File: src/rtl/spell_mem_arb.sv
// Two-port (CPU / debug) request arbiter in front of spell_mem, with access watchdog.
// Define SPELL_MEM_ARB_RR_EN for round-robin arbitration; default is fixed debug priority.
module spell_mem_arb #(
  parameter int TIMEOUT_CYCLES = 255
) (
  input  logic       clk,
  input  logic       rst_n,
  input  logic       cpu_req,
  input  logic [7:0] cpu_addr,
  input  logic [7:0] cpu_wdata,
  input  logic       cpu_type_data,
  input  logic       cpu_write,
  output logic       cpu_ack,
  output logic [7:0] cpu_rdata,
  input  logic       dbg_req,
  input  logic [7:0] dbg_addr,
  input  logic [7:0] dbg_wdata,
  input  logic       dbg_type_data,
  input  logic       dbg_write,
  output logic       dbg_ack,
  output logic [7:0] dbg_rdata,
  output logic       mem_select,
  output logic [7:0] mem_addr,
  output logic [7:0] mem_data_in,
  output logic       mem_type_data,
  output logic       mem_write,
  input  logic [7:0] mem_data_out,
  input  logic       mem_data_ready,
  output logic       timeout
);

  // state  | meaning
  // IDLE   | waiting for a request, mem_select low
  // ACCESS | spell_mem access in flight, mem_* held, watchdog counting
  // RESP   | one-cycle ack (and timeout flag) to the winner
  typedef enum logic [1:0] {IDLE, ACCESS, RESP} state_t;

  localparam logic [7:0] TO_LIMIT = 8'(TIMEOUT_CYCLES);
  localparam bit         WDOG_EN  = (TIMEOUT_CYCLES != 0);

  state_t     state_q, state_d;
  logic [7:0] cnt_q, cnt_d;
  logic       win_dbg_q, win_dbg_d;
  logic       sel_q, sel_d;
  logic [7:0] addr_q, addr_d;
  logic [7:0] wdata_q, wdata_d;
  logic       type_q, type_d;
  logic       write_q, write_d;
  logic [7:0] cpu_rdata_q, cpu_rdata_d;
  logic [7:0] dbg_rdata_q, dbg_rdata_d;
  logic       cpu_ack_q, cpu_ack_d;
  logic       dbg_ack_q, dbg_ack_d;
  logic       timeout_q, timeout_d;
  logic       grant_dbg;

`ifdef SPELL_MEM_ARB_RR_EN
  // Remembers who won the last grant; reset value means "CPU went last".
  logic last_dbg_q, last_dbg_d;

  always_comb begin
    grant_dbg  = dbg_req && (!cpu_req || !last_dbg_q);
    last_dbg_d = last_dbg_q;
    if (state_q == IDLE && (cpu_req || dbg_req)) begin
      last_dbg_d = grant_dbg;
    end
  end

  always_ff @(posedge clk or negedge rst_n) begin
    if (!rst_n) begin
      last_dbg_q <= 1'b0;
    end else begin
      last_dbg_q <= last_dbg_d;
    end
  end
`else
  always_comb grant_dbg = dbg_req;
`endif

  always_comb begin
    state_d     = state_q;
    cnt_d       = cnt_q;
    win_dbg_d   = win_dbg_q;
    sel_d       = sel_q;
    addr_d      = addr_q;
    wdata_d     = wdata_q;
    type_d      = type_q;
    write_d     = write_q;
    cpu_rdata_d = cpu_rdata_q;
    dbg_rdata_d = dbg_rdata_q;
    cpu_ack_d   = 1'b0;
    dbg_ack_d   = 1'b0;
    timeout_d   = 1'b0;
    case (state_q)
      IDLE: begin
        if (cpu_req || dbg_req) begin
          win_dbg_d = grant_dbg;
          sel_d     = 1'b1;
          cnt_d     = 8'd0;
          addr_d    = grant_dbg ? dbg_addr      : cpu_addr;
          wdata_d   = grant_dbg ? dbg_wdata     : cpu_wdata;
          type_d    = grant_dbg ? dbg_type_data : cpu_type_data;
          write_d   = grant_dbg ? dbg_write     : cpu_write;
          state_d   = ACCESS;
        end
      end
      ACCESS: begin
        // Ready takes precedence over a watchdog expiry on the same edge.
        if (mem_data_ready || (WDOG_EN && cnt_q == TO_LIMIT)) begin
          sel_d     = 1'b0;
          state_d   = RESP;
          timeout_d = !mem_data_ready;
          if (win_dbg_q) begin
            dbg_ack_d = 1'b1;
          end else begin
            cpu_ack_d = 1'b1;
          end
          if (!write_q) begin
            if (win_dbg_q) begin
              dbg_rdata_d = mem_data_ready ? mem_data_out : 8'hFF;
            end else begin
              cpu_rdata_d = mem_data_ready ? mem_data_out : 8'hFF;
            end
          end
        end else if (cnt_q != 8'hFF) begin
          cnt_d = cnt_q + 8'd1;
        end
      end
      RESP: begin
        state_d = IDLE;
      end
      default: begin
        state_d = IDLE;
        sel_d   = 1'b0;
      end
    endcase
  end

  always_ff @(posedge clk or negedge rst_n) begin
    if (!rst_n) begin
      state_q     <= IDLE;
      cnt_q       <= 8'd0;
      win_dbg_q   <= 1'b0;
      sel_q       <= 1'b0;
      addr_q      <= 8'd0;
      wdata_q     <= 8'd0;
      type_q      <= 1'b0;
      write_q     <= 1'b0;
      cpu_rdata_q <= 8'd0;
      dbg_rdata_q <= 8'd0;
      cpu_ack_q   <= 1'b0;
      dbg_ack_q   <= 1'b0;
      timeout_q   <= 1'b0;
    end else begin
      state_q     <= state_d;
      cnt_q       <= cnt_d;
      win_dbg_q   <= win_dbg_d;
      sel_q       <= sel_d;
      addr_q      <= addr_d;
      wdata_q     <= wdata_d;
      type_q      <= type_d;
      write_q     <= write_d;
      cpu_rdata_q <= cpu_rdata_d;
      dbg_rdata_q <= dbg_rdata_d;
      cpu_ack_q   <= cpu_ack_d;
      dbg_ack_q   <= dbg_ack_d;
      timeout_q   <= timeout_d;
    end
  end

  assign mem_select    = sel_q;
  assign mem_addr      = addr_q;
  assign mem_data_in   = wdata_q;
  assign mem_type_data = type_q;
  assign mem_write     = write_q;
  assign cpu_rdata     = cpu_rdata_q;
  assign dbg_rdata     = dbg_rdata_q;
  assign cpu_ack       = cpu_ack_q;
  assign dbg_ack       = dbg_ack_q;
  assign timeout       = timeout_q;

endmodule

File: config.mk
export PLATFORM = sky130hd
export DESIGN_NAME = spell_mem_arb
export DESIGN_NICKNAME = d
export VERILOG_FILES = /design/src/rtl/spell_mem_arb.sv
export SDC_FILE = /design/constraint.sdc
export NUM_CORES = 1
export LEC_CHECK = 0
export CAP_MARGIN = 40
export CORE_UTILIZATION = 43
export DETAILED_ROUTE_END_ITERATION = 6
export PLACE_DENSITY_LB_ADDON = 0.08
export SLEW_MARGIN = 20
export SYNTH_ARGS = -nofsm -noshare
export SYNTH_HDL_FRONTEND = slang
export SYNTH_SLANG_ARGS = --single-unit
File: constraint.sdc
create_clock -name clk -period 2 [get_ports clk]
set_input_delay 0.4 -clock clk [delete_from_list [all_inputs] [get_ports clk]]
set_output_delay 0.4 -clock clk [all_outputs]
set_load 0.005 [all_outputs]
==> impl_metrics.json <==
{
  "synth_area_leader_cell": "dfrtp_1",
  "intPower_mw": 3.00,
  "gp_congestion": 0.863,
  "wl_met1_um": 2030,
  "htreeDepth": 2,
  "synthArstFlopShare": 1.00,
  "yosys-top-cells-area": "dfrtp_1 57%, mux2i_1 8.8%, a2bb2oi_1 6.5%",
  "cts_sinks": 49,
  "critical_path_class": "reg2reg",
  "hp-class": "in2async",
  "final.min_clock_period_ns": 1.78,
  "slew_headroom": 0.682,
  "grt_pass1_wl_um": 8000,
  "vias": 1814,
  "switching_power_mw": 1.29,
  "cts_hold_buf": 0,
  "report.final.hold_viol_count": 0,
  "synth_most_common_cell": "dfrtp_1",
  "totalNegativeSetupSlack_ns": 0,
  "fin_nets": 337,
  "fin_total_pwr_mw": 4.29,
  "cts_resized": 0,
  "utilization": 0.693,
  "clk_latency_ns": 0.30,
  "synth.ff_latch_count": 49,
  "grtUsageTotal": 0.199,
  "fin_area_mm2": 0.00331,
  "die_area_mm2": 0.00533,
  "required_ns": 2.22,
  "power_density_mw_per_mm2": 1300,
  "grt_pass1_vias": 1739,
  "swShare": 0.301,
  "seq_area_frac_synth": 0.565,
  "slew_viol_final": 0,
  "grt-ovfl-total": 0,
  "dr.pass1.iters": 4,
  "postRouteWirelength_um": 4770,
  "cts.reportedPaths.clkPinSlew_ns": 0.10,
  "synthDistinctLibCells": 34,
  "route.met2.wl_um": 2310,
  "crit_arrival_ns": 2.00,
  "dp_hpwl_um": 3600,
  "dp.cells": 347,
  "drive_gt1_frac": 0.0972,
  "die_w_um": 73.0,
  "synth_commonest_cells": "49 x dfrtp_1, 26 x nand2_1, 22 x o21ai_0, 19 x mux2i_1, 16 x a2bb2oi_1",
  "postCtsSetupBuffers": 0,
  "final_antenna_net_count": 0,
  "cts-root-buf": "clkbuf_8",
  "pwr-share-comb": 0.408,
  "rsz0062_at_grt": "no",
  "num_io_pins": 87,
  "syn_nets": 242,
  "synth_edf_count": 0,
  "ys.flop_type": "dfrtp_1",
  "vias_per_cell": 5.11,
  "start_kind": "flip-flop",
  "drt-initial-drc-count": 87,
  "peakVddDrop_mv": 0.497,
  "clk_path_buf_depth": 2,
  "rows": 25,
  "diodes": 0,
  "grt_max_degree": 37,
  "chipHeight_um": 73.0,
  "synth_area_mm2": 0.00217,
  "skew_ns": 0.0111,
  "critPathCaptureType": "flip-flop",
  "seqPwrFrac": 0.396,
  "drv_cap": 0,
  "area_growth_pct": 52.9,
  "tritoncts": "yes",
  "wl_per_cell_um": 13.4,
  "cts_made_buffers": 5,
  "setup_viol": 0,
  "start_util": 0.453,
  "core-area_mm2": 0.00479,
  "netlist_instances": 192,
  "drc": 0,
  "cp_max_fo": 7,
  "antenna_found_initial": 0,
  "fin_hold_ws_ns": 0.0388,
  "place_area_mm2": 0.00318,
  "status": "finished, final reports clean",
  "worst_pin_slew_ns": 0.477,
  "place_ws_ns": 0.0873,
  "portBuffers": 86,
  "ys_warn_count": 0,
  "fmax_mhz": 563,
  "dr_wl_met3_um": 374,
  "stdcell_count": 355,
  "finalWorstSetupSlack_ns": 0.223,
  "top_layer": "met4",
  "synth_top_area_frac": 0.565,
  "period_share": 0.889,
  "leakagePower_nw": 1.45,
  "clock_power_share": 0.196,
  "avgSynthCellArea_um2": 11.3
}
## path summary, 6_finish.rpt
| check | slack [ns] | startpoint | endpoint | cells past startpoint |
|---|---|---|---|---|
| setup reg to reg | 0.22 | cnt_q[0]$_DFFE_PN0P_ | cnt_q[4]$_DFFE_PN0P_ | 6 |
| hold / removal | 0.04 | rst_n | cnt_q[7]$_DFFE_PN0P_ | 1 |
| max in group asynchronous | 1.44 | rst_n | mem_addr[1]$_DFFE_PN0P_ | 2 |
| min in group clk | 0.48 | mem_addr[7]$_DFFE_PN0P_ | mem_addr[7]$_DFFE_PN0P_ | 2 |
| setup / recovery | 0.22 | cnt_q[0]$_DFFE_PN0P_ | cnt_q[4]$_DFFE_PN0P_ | 6 |
| hold reg to reg | 0.48 | mem_addr[7]$_DFFE_PN0P_ | mem_addr[7]$_DFFE_PN0P_ | 2 |
## placed cells by master, fill, tap and decap left out, types with 2 or more instances in the layout
master | netlist | layout
o21ai_0 | 22 | 22
nor3_1 | 3 | 3
dfrtp_1 | 49 | 49
a2bb2oi_1 | 16 | 16
bufinv_16 | 0 | 2
nand2_1 | 26 | 26
clkbuf_8 | 0 | 5
buf_4 | 1 | 9
nor2_1 | 3 | 3
clkdlybuf4s50_1 | 0 | 85
inv_1 | 3 | 3
a31oi_1 | 3 | 3
nand4_1 | 2 | 2
nand3_1 | 7 | 7
buf_12 | 0 | 2
nor2b_1 | 10 | 10
mux2i_1 | 19 | 19
## logic make-up (layout without fill, tap and decap cells)
logic type,after synthesis,count (layout),synth area share
AND/OR/NAND/NOR,62,62,0.165
adder cells (fa/ha/maj),1,1,0.00577
multiplexers,19,19,0.0877
flip-flops,49,49,0.565
buffers and inverters,12,108,0.0248
AO/OA/AOI/OAI,49,49,0.151
## cell type report
type                       instances  area [µm²]
clock buffer                       5        68.8
inverter                           3        11.3
timing repair buffer              97         963
clock inverter                     3        68.8
fill                             404        1470
tap                               67        83.8
sequential                        49        1230
multi-input combinational        131         892
## metal layers
| layer | up-vias | global-route usage |
|---|---|---|
| li1 | 877 | - |
| met1 | 864 | 0.254 |
| met2 | 69 | 0.310 |
| met3 | 4 | 0.0663 |
| met4 | 0 | 0.0828 |
| met5 | - | 0 |
## sequential cells by signal (all words and copies together) (netlist names)
register,flops
cnt_q,8
state_q,2
cpu_ack,1
mem_addr,8
mem_select,1
win_dbg_q,1
dbg_ack,1
dbg_rdata,8
mem_type_data,1
timeout,1
cpu_rdata,8
mem_data_in,8
mem_write,1
## critical path, stage by stage (launching register included)
cell and delay (ns):
dfrtp_1 0.43, ha_1 0.21, nand3_1 0.15, buf_4 0.19, o21ai_1 0.35, nand2_1 0.16, a31oi_1 0.20
## power groups by stage
stage                     combinational [mW]  clock [mW]  sequential (mW)
after floorplan                        0.707           0             1.71
after global placement                  1.74           0             1.71
after detailed placement                1.78           0             1.72
after CTS                               1.79       0.861             1.71
after global routing                    1.94       0.887             1.76
final                                   1.75       0.841             1.70
(Power assumes the default switching activity.)
